## config.mk

```make
export PLATFORM = sky130hd
export DESIGN_NAME = seq_detect_param
export DESIGN_NICKNAME = d
export VERILOG_FILES = /design/src/rtl/seq_det_pkg.sv /design/src/rtl/seq_detect_param_sat_counter.sv /design/src/rtl/seq_detect_param.sv
export SDC_FILE = /design/constraint.sdc
export NUM_CORES = 1
export LEC_CHECK = 0
export BUFFER_PORTS_ARGS = -buffer_cell sky130_fd_sc_hd__buf_2
export CAP_MARGIN = 5
export CORE_MARGIN = 2
export CORE_UTILIZATION = 35
export CTS_CLUSTER_DIAMETER = 30
export DETAILED_ROUTE_END_ITERATION = 8
export HOLD_SLACK_MARGIN = 0.08
export REMOVE_ABC_BUFFERS = 1
export SYNTH_ARGS = -nofsm -noshare
export SYNTH_HDL_FRONTEND = slang
export SYNTH_SLANG_ARGS = --single-unit
```

## constraint.sdc

```tcl
create_clock -name clk -period 5.3 [get_ports clk]
set_clock_uncertainty 0.2 [all_clocks]
set_input_delay 1.06 -clock clk [delete_from_list [all_inputs] [get_ports clk]]
set_output_delay 1.06 -clock clk [all_outputs]
set_load 0.01 [all_outputs]
```

## src/rtl/seq_det_pkg.sv

```systemverilog
// Shared constants and config record for the serial pattern detector family.
package seq_det_pkg;

  localparam int               SEQ_MAX_LEN     = 8;
  localparam logic [7:0]       SEQ_DEF_PATTERN = 8'b0001_0011;
  localparam int               SEQ_DEF_LEN     = 5;
  localparam logic             SEQ_DEF_OVERLAP = 1'b1;

  // One channel's runtime configuration, sized for the default MAX_LEN.
  typedef struct packed {
    logic [SEQ_MAX_LEN-1:0]             pattern;
    logic [$clog2(SEQ_MAX_LEN+1)-1:0]   len;
    logic                               overlap;
  } seq_cfg_t;

endpackage

```

## src/rtl/seq_detect_param_sat_counter.sv

```systemverilog
// Saturating up-counter; clear beats increment.
module sat_counter #(
  parameter int WIDTH = 8
) (
  input  logic             clk,
  input  logic             rst,
  input  logic             inc,
  input  logic             clr,
  output logic [WIDTH-1:0] cnt
);

  // Count up until all ones, then hold; clr forces zero.
  always_ff @(posedge clk) begin
    if (rst || clr)               cnt <= '0;
    else if (inc && (cnt != '1))  cnt <= cnt + 1'b1;
  end

endmodule

```

## src/rtl/seq_detect_param.sv

```systemverilog
// Runtime-configurable Moore serial pattern detector with match counter.
module seq_detect_param
  import seq_det_pkg::*;
#(
  parameter int                 MAX_LEN     = SEQ_MAX_LEN,
  parameter int                 LEN_W       = $clog2(MAX_LEN+1),
  parameter int                 CNT_W       = 8,
  parameter logic [MAX_LEN-1:0] DEF_PATTERN = MAX_LEN'(SEQ_DEF_PATTERN),
  parameter int                 DEF_LEN     = SEQ_DEF_LEN,
  parameter logic               DEF_OVERLAP = SEQ_DEF_OVERLAP
) (
  input  logic               clk,
  input  logic               rst,
  input  logic               in,
  input  logic               en,
  input  logic               cfg_load,
  input  logic [MAX_LEN-1:0] cfg_pattern,
  input  logic [LEN_W-1:0]   cfg_len,
  input  logic               cfg_overlap,
  input  logic               cnt_clr,
  output logic               out,
  output logic [CNT_W-1:0]   match_cnt,
  output logic [LEN_W-1:0]   active_len
);

  localparam logic [LEN_W-1:0] MAX_L = LEN_W'(MAX_LEN);

  logic [MAX_LEN-1:0] pattern_r, hist, hist_next, mask;
  logic [LEN_W-1:0]   len_r, fill, fill_next, len_clamp;
  logic               ovl_r, match;

  // Post-shift history view; match is judged on what the history will become.
  always_comb begin
    hist_next = {hist[MAX_LEN-2:0], in};
    fill_next = (fill == MAX_L) ? fill : fill + 1'b1;
    len_clamp = (cfg_len > MAX_L) ? MAX_L : cfg_len;
    mask      = '0;
    for (int i = 0; i < MAX_LEN; i++) mask[i] = (LEN_W'(i) < len_r);
    match     = en && !cfg_load && (len_r != '0) && (fill_next >= len_r) &&
                (((hist_next ^ pattern_r) & mask) == '0);
  end

  // Config, history and registered match pulse; cfg_load outranks sampling.
  always_ff @(posedge clk) begin
    if (rst) begin
      pattern_r <= DEF_PATTERN;
      len_r     <= LEN_W'(DEF_LEN);
      ovl_r     <= DEF_OVERLAP;
      hist      <= '0;
      fill      <= '0;
      out       <= 1'b0;
    end else if (cfg_load) begin
      pattern_r <= cfg_pattern;
      len_r     <= len_clamp;
      ovl_r     <= cfg_overlap;
      hist      <= '0;
      fill      <= '0;
      out       <= 1'b0;
    end else if (en) begin
      if (match && !ovl_r) begin
        // Non-overlapping: the next match must be built from fresh bits.
        hist <= '0;
        fill <= '0;
      end else begin
        hist <= hist_next;
        fill <= fill_next;
      end
      out <= match;
    end else begin
      out <= 1'b0;
    end
  end

  assign active_len = len_r;

  sat_counter #(.WIDTH(CNT_W)) u_cnt (
    .clk (clk),
    .rst (rst),
    .inc (match),
    .clr (cnt_clr),
    .cnt (match_cnt)
  );

endmodule
```

# After elaboration in Yosys (flattened, before gate mapping)

Cells that the tools add are included.

$lt $le $gt $ge: 10
Bitwise logic cells: 3
Reduce and logical (&&, ||, !) cells: 13
Muxes and demuxes: 4
Equal/unequal tests: 2
$add $sub $neg: 2

Operators with widths:

| operator                                          | number |
|---|---|
| < comparator 3 x 4 -> 1 bit, first input constant | 4 |
| two-way mux 4 bit                                 | 3 |
| adder 8 x 1 -> 8 bit, second input constant       | 1 |
| AND 8 bit                                         | 1 |
| zero test 8 bit                                   | 1 |
| < comparator 1 x 4 -> 1 bit, first input constant | 2 |
| < comparator 2 x 4 -> 1 bit, first input constant | 2 |
| != test 8 bit, second input constant              | 1 |
| bitwise XOR 8 bit                                 | 1 |
| two-way mux 7 bit                                 | 1 |
| logical AND 1 bit                                 | 6 |
| adder 4 x 1 -> 4 bit, second input constant       | 1 |
| equality test 4 bit, second input constant        | 1 |
| >= comparator 4 bit                               | 1 |
| > comparator 4 bit, second input constant         | 1 |
| nonzero test 4 bit                                | 1 |
| OR reduction 3 bit                                | 1 |
| zero test 1 bit                                   | 2 |
| OR reduction 2 bit                                | 1 |
| logical OR 1 bit                                  | 1 |
| NOT 1 bit                                         | 1 |

Bits in registers: 33
Logic and storage cells: 41
Input bits: 19

# Depth between registers and ports, before layout

Word-level depth: 7
Depth in mapped cells: 13
Gate-level depth less buffers: 12

# Modules after synthesis

A second synthesis with hierarchy kept.

Cells, all modules: 175
Area total of the unflattened synthesis: 1666.6 µm²

Modules (own cells, without submodules):

| module           | cells each | instances | area an instance (µm²) | sequential area each (µm²) |
|---|---|---|---|---|
| seq_detect_param | 127        | 1         | 1244.9                 | 500.5 |
| sat_counter      | 48         | 1         | 421.7                  | 160.2 |

# Least setup slack after synthesis

Ideal clock, no wire load.

Path type: register to register
Start: reg fill[0]
End: reg u_cnt.cnt[2]
Cell stages (with the launch flop): 13
Slack: 2.672 ns
Library setup time: 0.116 ns
Arrival: 2.312 ns
Cell sequence: dfxtp_1 -> inv_1 -> ha_1 -> nand2_1 -> nor2_1 -> xnor2_1 -> ha_1 -> nand2b_1 -> a2111o_1 -> nand4_1 -> and3b_2 -> buf_6 -> a31o_2

Word-level cells in the longest chain between the ends: 6

RTL lines:

| what                                                               | line                               | text |
|---|---|---|
| from (decl)                                                        | seq_detect_param.sv:29             | `logic [LEN_W-1:0] len_r, fill, fill_next, len_clamp;` |
| from (signal assigned)                                             | seq_detect_param.sv:66             | `fill <= fill_next;` |
| adder 4 x 1 -> 4 bit / equality test 4 bit (equally long branches) | seq_detect_param.sv:35             | `fill_next = (fill == MAX_L) ? fill : fill + 1'b1;` |
| two-way mux 4 bit *                                                | seq_detect_param.sv:35             |  |
| >= comparator 4 bit *                                              | seq_detect_param.sv:39             | `match = en && !cfg_load && (len_r != '0) && (fill_next >= len_r) &&` |
| logical AND 1 bit * (2 in series)                                  | seq_detect_param.sv:39             |  |
| logical AND 1 bit *                                                | seq_detect_param_sat_counter.sv:15 | `else if (inc && (cnt != '1)) cnt <= cnt + 1'b1;` |
| to (signal assigned)                                               | seq_detect_param_sat_counter.sv:15 |  |
| to (decl)                                                          | seq_detect_param_sat_counter.sv:9  | `output logic [WIDTH-1:0] cnt` |

Every way passes the cells marked *; elsewhere a longest branch is shown, timed or not.
A chain may end at the register's enable or synchronous reset.

# Worst setup path after layout

Start: reg fill[0]
End: reg fill[1]

Word-level cells in the longest chain between the ends: 7

RTL lines:

| what                                                               | line                   | text |
|---|---|---|
| adder 4 x 1 -> 4 bit / equality test 4 bit (equally long branches) | seq_detect_param.sv:35 |  |
| two-way mux 4 bit *                                                | seq_detect_param.sv:35 |  |
| >= comparator 4 bit                                                | seq_detect_param.sv:39 |  |
| logical AND 1 bit (2 in series)                                    | seq_detect_param.sv:39 |  |
| logical AND 1 bit                                                  | seq_detect_param.sv:60 | `if (match && !ovl_r) begin` |
| two-way mux 4 bit *                                                | seq_detect_param.sv:60 |  |

Marked as above.

==> results.yml <==
routing:
  route.vias.total: 1302
  antenna_left: 0
  drtPass1Iterations: 4
  drt_iter0_markers: 59
  wirelength_um: 3310
  routed_via_density: 5.11
  drc: 0
  avgRoutedWirePerCell_um: 13.0
synth:
  yosysWarnings: 0
  synth_edf_count: 0
  syn_avg_cell_area_um2: 9.41
  ys_types: 39
  synth_area_mm2: 0.00161
  synth-async-reset-ratio: 0
  ys_ff_latch: 33
  synthCells: 171
  synth-seq-area-share: 0.411
  synth_top_flop_cell: "dfxtp_1"
pwr:
  p_leak_uw: 0.000879
  peakVddDrop_uv: 190
  p_total_uw: 559
  powerDensity_mw_per_mm2: 294
cts:
  clkTransAtPathRegs_ns: 0.07
  htreeDepth: 2
  cts_setup_buffers: 0
  numClockSinks: 33
  clkLatencyLatePin_ns: 0.29
  cts_tree: "done"
  holdBufCountCts: 0
  cts_buffers: 5
  cts_root_buf: "clkbuf_8"
  cts_buffer_depth: 2
  cts_resized: 0
placed_design:
  dp_slack_ns: 2.44
  port_buffers: 31
  dp.cells: 247
  gp_congestion: 0.744
  dp_hpwl_um: 2430
sta:
  relSlewSlack: 0.668
  final.setup.worst_slack_ns: 2.44
  worst_pin_slew_ns: 0.498
  rsz0062_at_grt: "false"
  period_share: 0.539
  fmax_mhz: 350
  setup-tns-final_ns: 0
  period_needed_ns: 2.86
  slew_violations: 0
  setup_violations: 0
  hold_viol_final: 0
die:
  die_area_mm2: 0.00516
  io-pin-count: 32
  start_util: 0.367
  die_y_um: 71.8
  core_mm2: 0.00438
  num_rows: 24
  die_x_um: 71.8
layout:
  final_layout_size_suffix_gt1_frac: 0.251
  num_antenna_cells: 0
  nets: 228
  seqCellArea_um2: 661
  multiInputGateArea_um2: 850
  syn2layout_area_growth_pct: 18.3
  final_cells: 255
  nFillCells: 440
setup_path:
  worstSetupPathType: "flop to flop"
  critPathRequiredTime_ns: 5.33
  critical_path_arrival_ns: 2.89
  startpoint_type: "flop"
  crit_fanout: 10
  reg2reg_setup_slack_ns: 2.44
  cp-end-kind: "flop"
  r2r_cells: 12
global_route:
  grt_pass1_wl_um: 5460
  first_global_vias: 1176
  grt_max_degree: 20
  grt_usage: 0.137
  overflow: 0
  antenna_found_initial: 0
run_status:
  status: "complete, no violations"
flow_run:
  maxCapViolCount: 0
hold_path:
  hold_path.class: "flop to flop"
  worstHoldPathCells: 2
[stage by stage]
step | instance area (um2) | hold slack [ns] | util
finish | 1900 | 0.315 | 0.434
global route | 1900 | 0.345 | 0.434
CTS | 1900 | 0.322 | 0.434
detailed placement | 1780 | 0.299 | 0.407
global placement | 1780 | 0.293 | 0.407
floorplan | 1560 | 0.261 | -
[cell usage in the layout (no fill, tap or decap), types with 3 or more instances in the layout]
| master | count |
|---|---|
| mux2i_1 | 12 |
| dfxtp_1 | 33 |
| o21ai_0 | 3 |
| a31o_2 | 4 |
| inv_1 | 12 |
| nand4_1 | 4 |
| buf_2 | 31 |
| xnor2_1 | 8 |
| a21oi_1 | 7 |
| nor2_1 | 17 |
| nand2_1 | 14 |
| ha_1 | 7 |
| clkbuf_8 | 6 |
| xor2_1 | 3 |
| a22o_1 | 11 |
[layer usage]
metal / routed length, um / up-vias / global-route usage / part of all wire
met5: 0 / - / 0 / 0
met4: 61 / 0 / 0.0629 / 0.018
met3: 137 / 8 / 0.0478 / 0.041
met2: 1500 / 17 / 0.190 / 0.45
met1: 1610 / 609 / 0.188 / 0.49
li1: - / 668 / - / -
[cells in the mapped netlist (3+ instances only)]
| library cell | n | area share |
|---|---|---|
| dfxtp_1 | 33 | 0.41 |
| nor2_1 | 17 | 0.040 |
| nand2_1 | 14 | 0.033 |
| inv_1 | 12 | 0.028 |
| mux2i_1 | 12 | 0.075 |
| a22o_1 | 11 | 0.060 |
| xnor2_1 | 8 | 0.044 |
| a21oi_1 | 7 | 0.022 |
| ha_1 | 7 | 0.054 |
| a31o_2 | 4 | 0.022 |
| nand4_1 | 4 | 0.016 |
| buf_6 | 3 | 0.021 |
| clkbuf_1 | 3 | 0.0070 |
| o21ai_0 | 3 | 0.0093 |
| xor2_1 | 3 | 0.016 |
[power by group]
| part | total (uW) | leakage, uW | internal (uW) | switching (uW) |
|---|---|---|---|---|
| Clock | 250 | 0.0000574 | 153 | 97.1 |
| Combinational | 46.7 | 0.000553 | 22.7 | 24.0 |
| Sequential | 262 | 0.000269 | 255 | 7.45 |
[worst max-delay path, stage by stage (launching register included)]
cell,delay [ns]
dfxtp_1,0.37
inv_1,0.08
ha_1,0.20
nand2_1,0.08
nor2_1,0.05
xnor2_1,0.19
ha_1,0.26
nand2b_1,0.14
a2111o_1,0.40
nand4_1,0.11
nor2b_1,0.10
a21oi_2,0.43
a22o_1,0.20
[state kept, by name, summed over array words and instances (netlist names)]
name	cells
u_cnt.cnt	8
fill	4
hist	7
ovl_r	1
out	1
pattern_r	8
active_len	4
[layout make-up]
cell class	instances	area share
timing repair buffer	32	0.0855
multi-input combinational	118	0.446
clock inverter	2	0.0197
inverter	12	0.0237
clock buffer	6	0.0434
sequential	33	0.347
tap	52	0.0342
[logic make-up (layout without fill, tap and decap cells)]
group,after synthesis,in the layout,share of synthesized area
AND/OR/NAND/NOR,53,53,0.172
buffers and inverters,20,52,0.0614
multiplexers,12,12,0.0747
XOR/XNOR,11,11,0.0599
adder cells (fa/ha/maj),7,7,0.0544
flip-flops,33,33,0.411
AO/OA/AOI/OAI,35,35,0.167
[worst paths after layout]
kind,from,to
hold / removal,pattern_r[4],pattern_r[4]
setup / recovery,fill[0],fill[1]
hold reg to reg,pattern_r[4],pattern_r[4]
setup reg to reg,fill[0],fill[1]
Note: power is estimated with default switching activity, not from simulation.
